**src/rtl/ram_pkg.sv**
```systemverilog
// Shared definitions for the single-clock simple-dual-port RAM family:
// collision-mode encodings and the clear engine state type.
package ram_pkg;

  localparam int unsigned RDW_READ_FIRST  = 0;
  localparam int unsigned RDW_WRITE_FIRST = 1;

  typedef enum logic {
    CLR_IDLE = 1'b0,
    CLR_RUN  = 1'b1
  } clr_state_e;

endpackage

```
**src/rtl/ram_sdp_clr_if.sv**
```systemverilog
// User-side port bundle of ram_sdp_clr: clear request, write port, read port.
// The master modport is the client, the slave modport is the RAM.
interface ram_sdp_clr_if #(
  parameter int unsigned D_WIDTH = 16,
  parameter int unsigned A_WIDTH = 5
);

  localparam int unsigned BE_WIDTH = D_WIDTH / 8;

  logic                clear_req;
  logic                busy;
  logic                write_enable;
  logic [A_WIDTH-1:0]  address_write;
  logic [D_WIDTH-1:0]  data_write;
  logic [BE_WIDTH-1:0] byte_enable;
  logic                read_enable;
  logic [A_WIDTH-1:0]  address_read;
  logic [D_WIDTH-1:0]  data_read;
  logic                read_valid;

  modport master (
    output clear_req,
    output write_enable,
    output address_write,
    output data_write,
    output byte_enable,
    output read_enable,
    output address_read,
    input  busy,
    input  data_read,
    input  read_valid
  );

  modport slave (
    input  clear_req,
    input  write_enable,
    input  address_write,
    input  data_write,
    input  byte_enable,
    input  read_enable,
    input  address_read,
    output busy,
    output data_read,
    output read_valid
  );

endinterface

```
**src/rtl/ram_clear_fsm.sv**
```systemverilog
// Clear engine: walks every address once writing zero, reporting busy while active.
// Supplies the clear address/strobe that the top-level write mux gives priority to.
module ram_clear_fsm
  import ram_pkg::*;
#(
  parameter int unsigned A_WIDTH        = 5,
  parameter int unsigned CLEAR_ON_RESET = 1
) (
  input  logic               clk,
  input  logic               reset,
  input  logic               clear_req,
  output logic               busy,
  output logic               clr_we_c,
  output logic [A_WIDTH-1:0] clr_addr_c
);

  localparam int unsigned DEPTH = 2 ** A_WIDTH;
  localparam clr_state_e  RST_STATE = (CLEAR_ON_RESET != 0) ? CLR_RUN : CLR_IDLE;

  clr_state_e         state;
  logic [A_WIDTH-1:0] cnt;

  // busy mirrors the state so it is available straight from a flop
  always_ff @(posedge clk or posedge reset) begin
    if (reset) begin
      state <= RST_STATE;
      cnt   <= '0;
      busy  <= (CLEAR_ON_RESET != 0);
    end else begin
      case (state)
        CLR_IDLE: begin
          if (clear_req) begin
            state <= CLR_RUN;
            cnt   <= '0;
            busy  <= 1'b1;
          end
        end
        CLR_RUN: begin
          cnt <= cnt + A_WIDTH'(1);
          if (cnt == A_WIDTH'(DEPTH - 1)) begin
            state <= CLR_IDLE;
            busy  <= 1'b0;
          end
        end
        default: begin
          state <= CLR_IDLE;
          cnt   <= '0;
          busy  <= 1'b0;
        end
      endcase
    end
  end

  // Held reset must not leave the array being rewritten at the parked address
  assign clr_we_c   = (state == CLR_RUN) && !reset;
  assign clr_addr_c = cnt;

endmodule

```
**src/rtl/ram_sdp_clr.sv**
```systemverilog
// Single-clock simple-dual-port RAM with byte-lane writes, selectable read
// latency and read-during-write mode, plus a built-in full-array clear engine.
module ram_sdp_clr
  import ram_pkg::*;
#(
  parameter int unsigned D_WIDTH        = 16,
  parameter int unsigned A_WIDTH        = 5,
  parameter int unsigned RD_LATENCY     = 1,
  parameter int unsigned RDW_MODE       = 0,
  parameter int unsigned CLEAR_ON_RESET = 1
) (
  input logic           clk,
  input logic           reset,
  ram_sdp_clr_if.slave  bus
);

  localparam int unsigned DEPTH    = 2 ** A_WIDTH;
  localparam int unsigned BE_WIDTH = D_WIDTH / 8;

  generate
    if ((D_WIDTH % 8) != 0) begin : g_bad_width
      $error("ram_sdp_clr: D_WIDTH must be a multiple of 8");
    end
    if ((RD_LATENCY != 1) && (RD_LATENCY != 2)) begin : g_bad_latency
      $error("ram_sdp_clr: RD_LATENCY must be 1 or 2");
    end
  endgenerate

  logic [D_WIDTH-1:0] mem [DEPTH];

  logic               busy;
  logic               clr_we_c;
  logic [A_WIDTH-1:0] clr_addr_c;

  ram_clear_fsm #(
    .A_WIDTH        (A_WIDTH),
    .CLEAR_ON_RESET (CLEAR_ON_RESET)
  ) u_clear_fsm (
    .clk        (clk),
    .reset      (reset),
    .clear_req  (bus.clear_req),
    .busy       (busy),
    .clr_we_c   (clr_we_c),
    .clr_addr_c (clr_addr_c)
  );

  assign bus.busy = busy;

  logic wr_acc_c;
  logic rd_acc_c;

  assign wr_acc_c = bus.write_enable && !busy && !reset;
  assign rd_acc_c = bus.read_enable  && !busy && !reset;

  logic [D_WIDTH-1:0] wr_old_c;
  logic [D_WIDTH-1:0] wr_merged_c;
  logic [D_WIDTH-1:0] rd_word_c;

  assign wr_old_c = mem[bus.address_write];

  // Byte-lane merge: disabled lanes keep the stored value
  always_comb begin
    wr_merged_c = wr_old_c;
    for (int i = 0; i < BE_WIDTH; i++) begin
      if (bus.byte_enable[i]) begin
        wr_merged_c[8*i +: 8] = bus.data_write[8*i +: 8];
      end
    end
  end

  // Write-first collisions forward the merged word; read-first sees the old array value
  always_comb begin
    rd_word_c = mem[bus.address_read];
    if ((RDW_MODE == RDW_WRITE_FIRST) && wr_acc_c &&
        (bus.address_write == bus.address_read)) begin
      rd_word_c = wr_merged_c;
    end
  end

  // Array has no reset; the clear engine owns the port while busy
  always_ff @(posedge clk) begin
    if (clr_we_c) begin
      mem[clr_addr_c] <= '0;
    end else if (wr_acc_c) begin
      mem[bus.address_write] <= wr_merged_c;
    end
  end

  logic               s1_vld;
  logic [D_WIDTH-1:0] s1_data;

  always_ff @(posedge clk or posedge reset) begin
    if (reset) begin
      s1_vld  <= 1'b0;
      s1_data <= '0;
    end else begin
      s1_vld <= rd_acc_c;
      if (rd_acc_c) begin
        s1_data <= rd_word_c;
      end
    end
  end

  generate
    if (RD_LATENCY == 2) begin : g_lat2
      logic               s2_vld;
      logic [D_WIDTH-1:0] s2_data;

      always_ff @(posedge clk or posedge reset) begin
        if (reset) begin
          s2_vld  <= 1'b0;
          s2_data <= '0;
        end else begin
          s2_vld <= s1_vld;
          if (s1_vld) begin
            s2_data <= s1_data;
          end
        end
      end

      assign bus.data_read  = s2_data;
      assign bus.read_valid = s2_vld;
    end else begin : g_lat1
      assign bus.data_read  = s1_data;
      assign bus.read_valid = s1_vld;
    end
  endgenerate

endmodule

```
**src/flat_wrapper.sv**
```systemverilog
// flat-port wrapper written by rule: the top's interface ports become plain ports
module ram_sdp_clr_flat import ram_pkg::*;
#(
  parameter int unsigned D_WIDTH        = 16,
  parameter int unsigned A_WIDTH        = 5,
  parameter int unsigned RD_LATENCY     = 1,
  parameter int unsigned RDW_MODE       = 0,
  parameter int unsigned CLEAR_ON_RESET = 1
)
  (clk, reset, bus_clear_req, bus_write_enable, bus_address_write, bus_data_write, bus_byte_enable, bus_read_enable, bus_address_read, bus_busy, bus_data_read, bus_read_valid);
  ram_sdp_clr_if #(.D_WIDTH(D_WIDTH), .A_WIDTH(A_WIDTH)) bus_i ();
  input logic clk;
  input logic reset;
  input wire logic [$bits(bus_i.clear_req)-1:0] bus_clear_req;
  input wire logic [$bits(bus_i.write_enable)-1:0] bus_write_enable;
  input wire logic [$bits(bus_i.address_write)-1:0] bus_address_write;
  input wire logic [$bits(bus_i.data_write)-1:0] bus_data_write;
  input wire logic [$bits(bus_i.byte_enable)-1:0] bus_byte_enable;
  input wire logic [$bits(bus_i.read_enable)-1:0] bus_read_enable;
  input wire logic [$bits(bus_i.address_read)-1:0] bus_address_read;
  output wire logic [$bits(bus_i.busy)-1:0] bus_busy;
  output wire logic [$bits(bus_i.data_read)-1:0] bus_data_read;
  output wire logic [$bits(bus_i.read_valid)-1:0] bus_read_valid;
  assign bus_i.clear_req = bus_clear_req;
  assign bus_i.write_enable = bus_write_enable;
  assign bus_i.address_write = bus_address_write;
  assign bus_i.data_write = bus_data_write;
  assign bus_i.byte_enable = bus_byte_enable;
  assign bus_i.read_enable = bus_read_enable;
  assign bus_i.address_read = bus_address_read;
  assign bus_busy = bus_i.busy;
  assign bus_data_read = bus_i.data_read;
  assign bus_read_valid = bus_i.read_valid;
  ram_sdp_clr #(.D_WIDTH(D_WIDTH), .A_WIDTH(A_WIDTH), .RD_LATENCY(RD_LATENCY), .RDW_MODE(RDW_MODE), .CLEAR_ON_RESET(CLEAR_ON_RESET)) u_core (.clk(clk), .reset(reset), .bus(bus_i));
endmodule
```
**config.mk**
```make
export PLATFORM = sky130hd
export DESIGN_NAME = ram_sdp_clr_flat
export DESIGN_NICKNAME = d
export VERILOG_FILES = /design/src/rtl/ram_pkg.sv /design/src/rtl/ram_sdp_clr_if.sv /design/src/rtl/ram_clear_fsm.sv /design/src/rtl/ram_sdp_clr.sv /design/src/flat_wrapper.sv
export SDC_FILE = /design/constraint.sdc
export NUM_CORES = 1
export LEC_CHECK = 0
export ABC_AREA = 0
export CORE_MARGIN = 1
export CORE_UTILIZATION = 35
export DETAILED_ROUTE_END_ITERATION = 12
export GPL_ROUTABILITY_DRIVEN = 0
export PLACE_DENSITY_LB_ADDON = 0.2
export SLEW_MARGIN = 20
export SYNTH_ARGS = -nofsm -noshare
export SYNTH_HDL_FRONTEND = slang
export SYNTH_HIERARCHICAL = 1
export SYNTH_SLANG_ARGS = --single-unit
```
**constraint.sdc**
```tcl
create_clock -name clk -period 7.38 [get_ports clk]
set_input_delay 1.476 -clock clk [delete_from_list [all_inputs] [get_ports clk]]
set_output_delay 1.476 -clock clk [all_outputs]
set_load 0.005 [all_outputs]
```
==> metrics.md <==
| Metric | Value |
|---|---|
| Clk root buf | `clkbuf_16` |
| Cell count after placement | `2021` |
| Vias in the first global route | `11.2k` |
| Synth warn | `6` |
| Syn_nets | `1274` |
| Layout fillers | `5392` |
| Worst r2r path cells | `7` |
| Crit Path Max Fanout | `29` |
| Die Ht | `250 um` |
| Total CTS buffers | `52` |
| Synthesized area | `21600 sq um` |
| Outcome | `complete, no violations` |
| Wire length on met1 | `24900 um` |
| Total Die Area | `62700 sq um` |
| GR Overflow Total | `0` |
| All-layer global routing usage | `0.165` |
| Post-synth top area share | `0.712` |
| Setup Crit Path Kind | `primary input to flop` |
| Asr flop ratio synth | `0.0448` |
| Max-Cap Viols | `0` |
| Post-synthesis sequential area ratio | `0.739` |
| PostCTS Resize Cnt | `0` |
| Hold Path Class | `flop to flop` |
| Vias/cell | `5.29` |
| Fin crit share | `0.603` |
| Layout cells sized above 1 | `0.114` |
| Switching power | `1.80 mW` |
| Final min period | `4.45 ns` |
| CP endpoint kind | `flop` |
| Wirelength per Cell | `24.4 um` |
| Reg2Reg Launch Point | `u_core/u_clear_fsm/state` |
| RSZ-0062 raised after global routing | `no` |
| Top layer in use | `met5` |
| # DRC | `0` |
| Final setup viols | `0` |
| Static Leak | `8.57 nW` |
| DRT Pass-1 Iters | `5` |
| Max_slew headroom | `0.311` |
| Final ANT Viol Nets | `0` |
| Number of clock sinks | `536` |
| Post-synth top area cell | `edfxtp_1` |
| Metal2 WL | `23300 um` |
| Finished Layout Cells | `2117` |
| Initial Utilization | `0.356` |
| CTS max path bufs | `3` |
| Die extent in x | `250 um` |
| Worst-path cell chain | `clkdlybuf4s50_1, nor3b_2, nor3b_4, buf_4, nor4bb_1, a31oi_1, nor2_1` |
| Logic pwr share | `0.123` |
| Via count | `11.2k` |
| Register bit total from synthesis | `536` |
| Type of origin of the critical path | `primary input` |
| WP data required | `7.62 ns` |
| Htree depth | `2` |
| Initial antenna violation count | `1` |
| Footprint of the multi-input gates | `5150 sq um` |
| Crit path max-delay cell type | `nor3b_4` |
| Unique masters post-synth | `47` |
| Post-synth EDFFs | `512` |
| Hold path start | `u_core/bus.data_read[8]` |
| Initial DRC count | `949` |
| Nets | `1329` |
| Gate Count Post-Synth | `1238` |
| Hold bufs inserted after CTS | `0` |
| PwrDens | `295 nW/um^2` |
| IO buf count | `50` |
| Worst slew pin tran | `1.03 ns` |
| Antenna Cells | `0` |
| Final Skew | `0.00961 ns` |
| Setup bufs post-CTS | `0` |
| Num rows | `90` |
| Synth Area per Inst | `17.5 sq um` |
| Hold-critical path depth | `2` |
| Endpoints failing hold | `0` |
| Hold EP | `u_core/bus.data_read[8]` |
| Reg area | `16000 sq um` |
| Met3 wire length | `2560 um` |
| First-pass GRT wire length | `76100 um` |
| Peak supply drop | `0.150 mV` |
| Slowest stage delay, CP | `0.87 ns` |
| Setup TNS | `0 ns` |
| Post-Route WL | `51700 um` |
| Internal power | `5.45 mW` |
| Power share of the clock group | `0.368` |
| HPWL Detailed | `31700 um` |
| Final number of max-transition violations | `0` |
| R2R setup slack | `3.93 ns` |
| CTS tree | `yes` |
| Fmax | `0.225 GHz` |
| Largest net degree at the start of global routing | `90` |
| Largest cells by area after synthesis | `edfxtp_1 71%, mux2i_1 12%, dfrtp_1 2.5%` |
| Area growth syn-to-layout | `13.6%` |
| Main synth FF type | `edfxtp_1` |
| Sw Ratio | `0.248` |
| Reg power frac | `0.510` |
| Clk Latency, worst-skew pair | `0.59 ns` |
| Crit path DAT | `4.69 ns` |
| IO Pins | `51` |
| Clock transition at path regs | `0.06 ns` |
| Core area | `60700 sq um` |
| RR Endpoint | `u_core/mem[26][8]` |
[layout by cell type, fill, tap and decap left out, types with 22 or more instances in the layout]
cell type / count
a21oi_1: 35
a221oi_1: 22
a22o_1: 33
a22oi_1: 64
clkbuf_16: 53
clkdlybuf4s50_1: 49
dfrtp_1: 22
edfxtp_1: 512
mux2i_1: 259
nand2_1: 33
nor2_1: 70
[synth_stat cells, types with 6 or more instances]
| library cell | number |
|---|---|
| buf_4 | 18 |
| o22ai_1 | 16 |
| edfxtp_1 | 512 |
| o21ai_1 | 6 |
| buf_2 | 11 |
| and2_1 | 17 |
| nand2b_1 | 6 |
| a221oi_1 | 22 |
| a221oi_2 | 10 |
| inv_1 | 6 |
| o41ai_2 | 15 |
| nor2_1 | 71 |
| a22o_1 | 33 |
| dfrtp_1 | 22 |
| a21oi_1 | 35 |
| clkbuf_1 | 24 |
| a22oi_1 | 64 |
| mux2i_1 | 259 |
| nand2_1 | 33 |
[metal layers]
| layer | global-route usage | vias to the layer above |
|---|---|---|
| met1 | 0.247 | 5727 |
| met5 | 0 | - |
| met3 | 0.0260 | 79 |
| met2 | 0.250 | 335 |
| li1 | - | 5058 |
| met4 | 0.0394 | 2 |
[flip-flops by register name, summed over array words and instances (netlist names)]
name	cells
u_core/mem	512
u_core/bus.data_read	16
u_core/u_clear_fsm/clr_addr_c	5
u_core/bus.read_valid	1
u_core/u_clear_fsm/busy	1
u_core/u_clear_fsm/state	1
[worst max-delay path, delay by kind of cell]
| kind | cells | cell delay (ns) |
|---|---|---|
| buffers and inverters | 2 | 0.81 |
| AO/OA/AOI/OAI | 1 | 0.77 |
| AND/OR/NAND/NOR | 4 | 1.62 |
[stage by stage]
| step | area (sq um) | worst slack (ns) | util | hold WS [ns] | total power, mW |
|---|---|---|---|---|---|
| detailed placement | 22800 | 2.28 | 0.376 | 0.480 | 4.65 |
| CTS | 24500 | 2.91 | 0.404 | 0.497 | 7.31 |
| floorplan | 21600 | 3.92 | - | 0.467 | 4.23 |
| finish | 24500 | 2.93 | 0.404 | 0.490 | 7.24 |
| global route | 24500 | 2.70 | 0.404 | 0.518 | 7.49 |
| global placement | 22800 | 2.36 | 0.376 | 0.477 | 4.64 |
[how the worst max path moves through the flow]
stage	start	to	depth (start not counted)
after global routing	reset	u_core/mem[7][2]	7
after CTS	reset	u_core/mem[18][4]	6
final	reset	u_core/mem[26][8]	7
after global placement	reset	u_core/mem[7][13]	7
after detailed placement	reset	u_core/mem[18][5]	6
after floorplan	reset	u_core/mem[30][0]	6
[cells by family (layout without fill, tap and decap cells)]
family          after synthesis  after routing  share of synthesized area
buf+inv                      77            174                     0.0237
fa+ha+maj                     3              3                    0.00174
flops                       536            536                      0.739
compound gates              214            214                     0.0821
mux                         259            259                      0.120
simple gates                149            149                     0.0331
[power groups by stage]
stage | logic [mW] | registers [mW] | clock network, mW
final | 0.890 | 3.69 | 2.66
after global routing | 0.960 | 3.71 | 2.82
after CTS | 0.902 | 3.69 | 2.72
after detailed placement | 0.899 | 3.75 | 0
after global placement | 0.891 | 3.75 | 0
after floorplan | 0.524 | 3.71 | 0
[final cells by class]
cell class / instances / area share
multi-input combinational: 625 / 0.210
sequential: 536 / 0.651
inverter: 7 / 0.00107
tap: 782 / 0.0399
clock buffer: 65 / 0.0567
timing repair buffer: 71 / 0.0285
clock inverter: 31 / 0.0129
(Power assumes the default switching activity.)
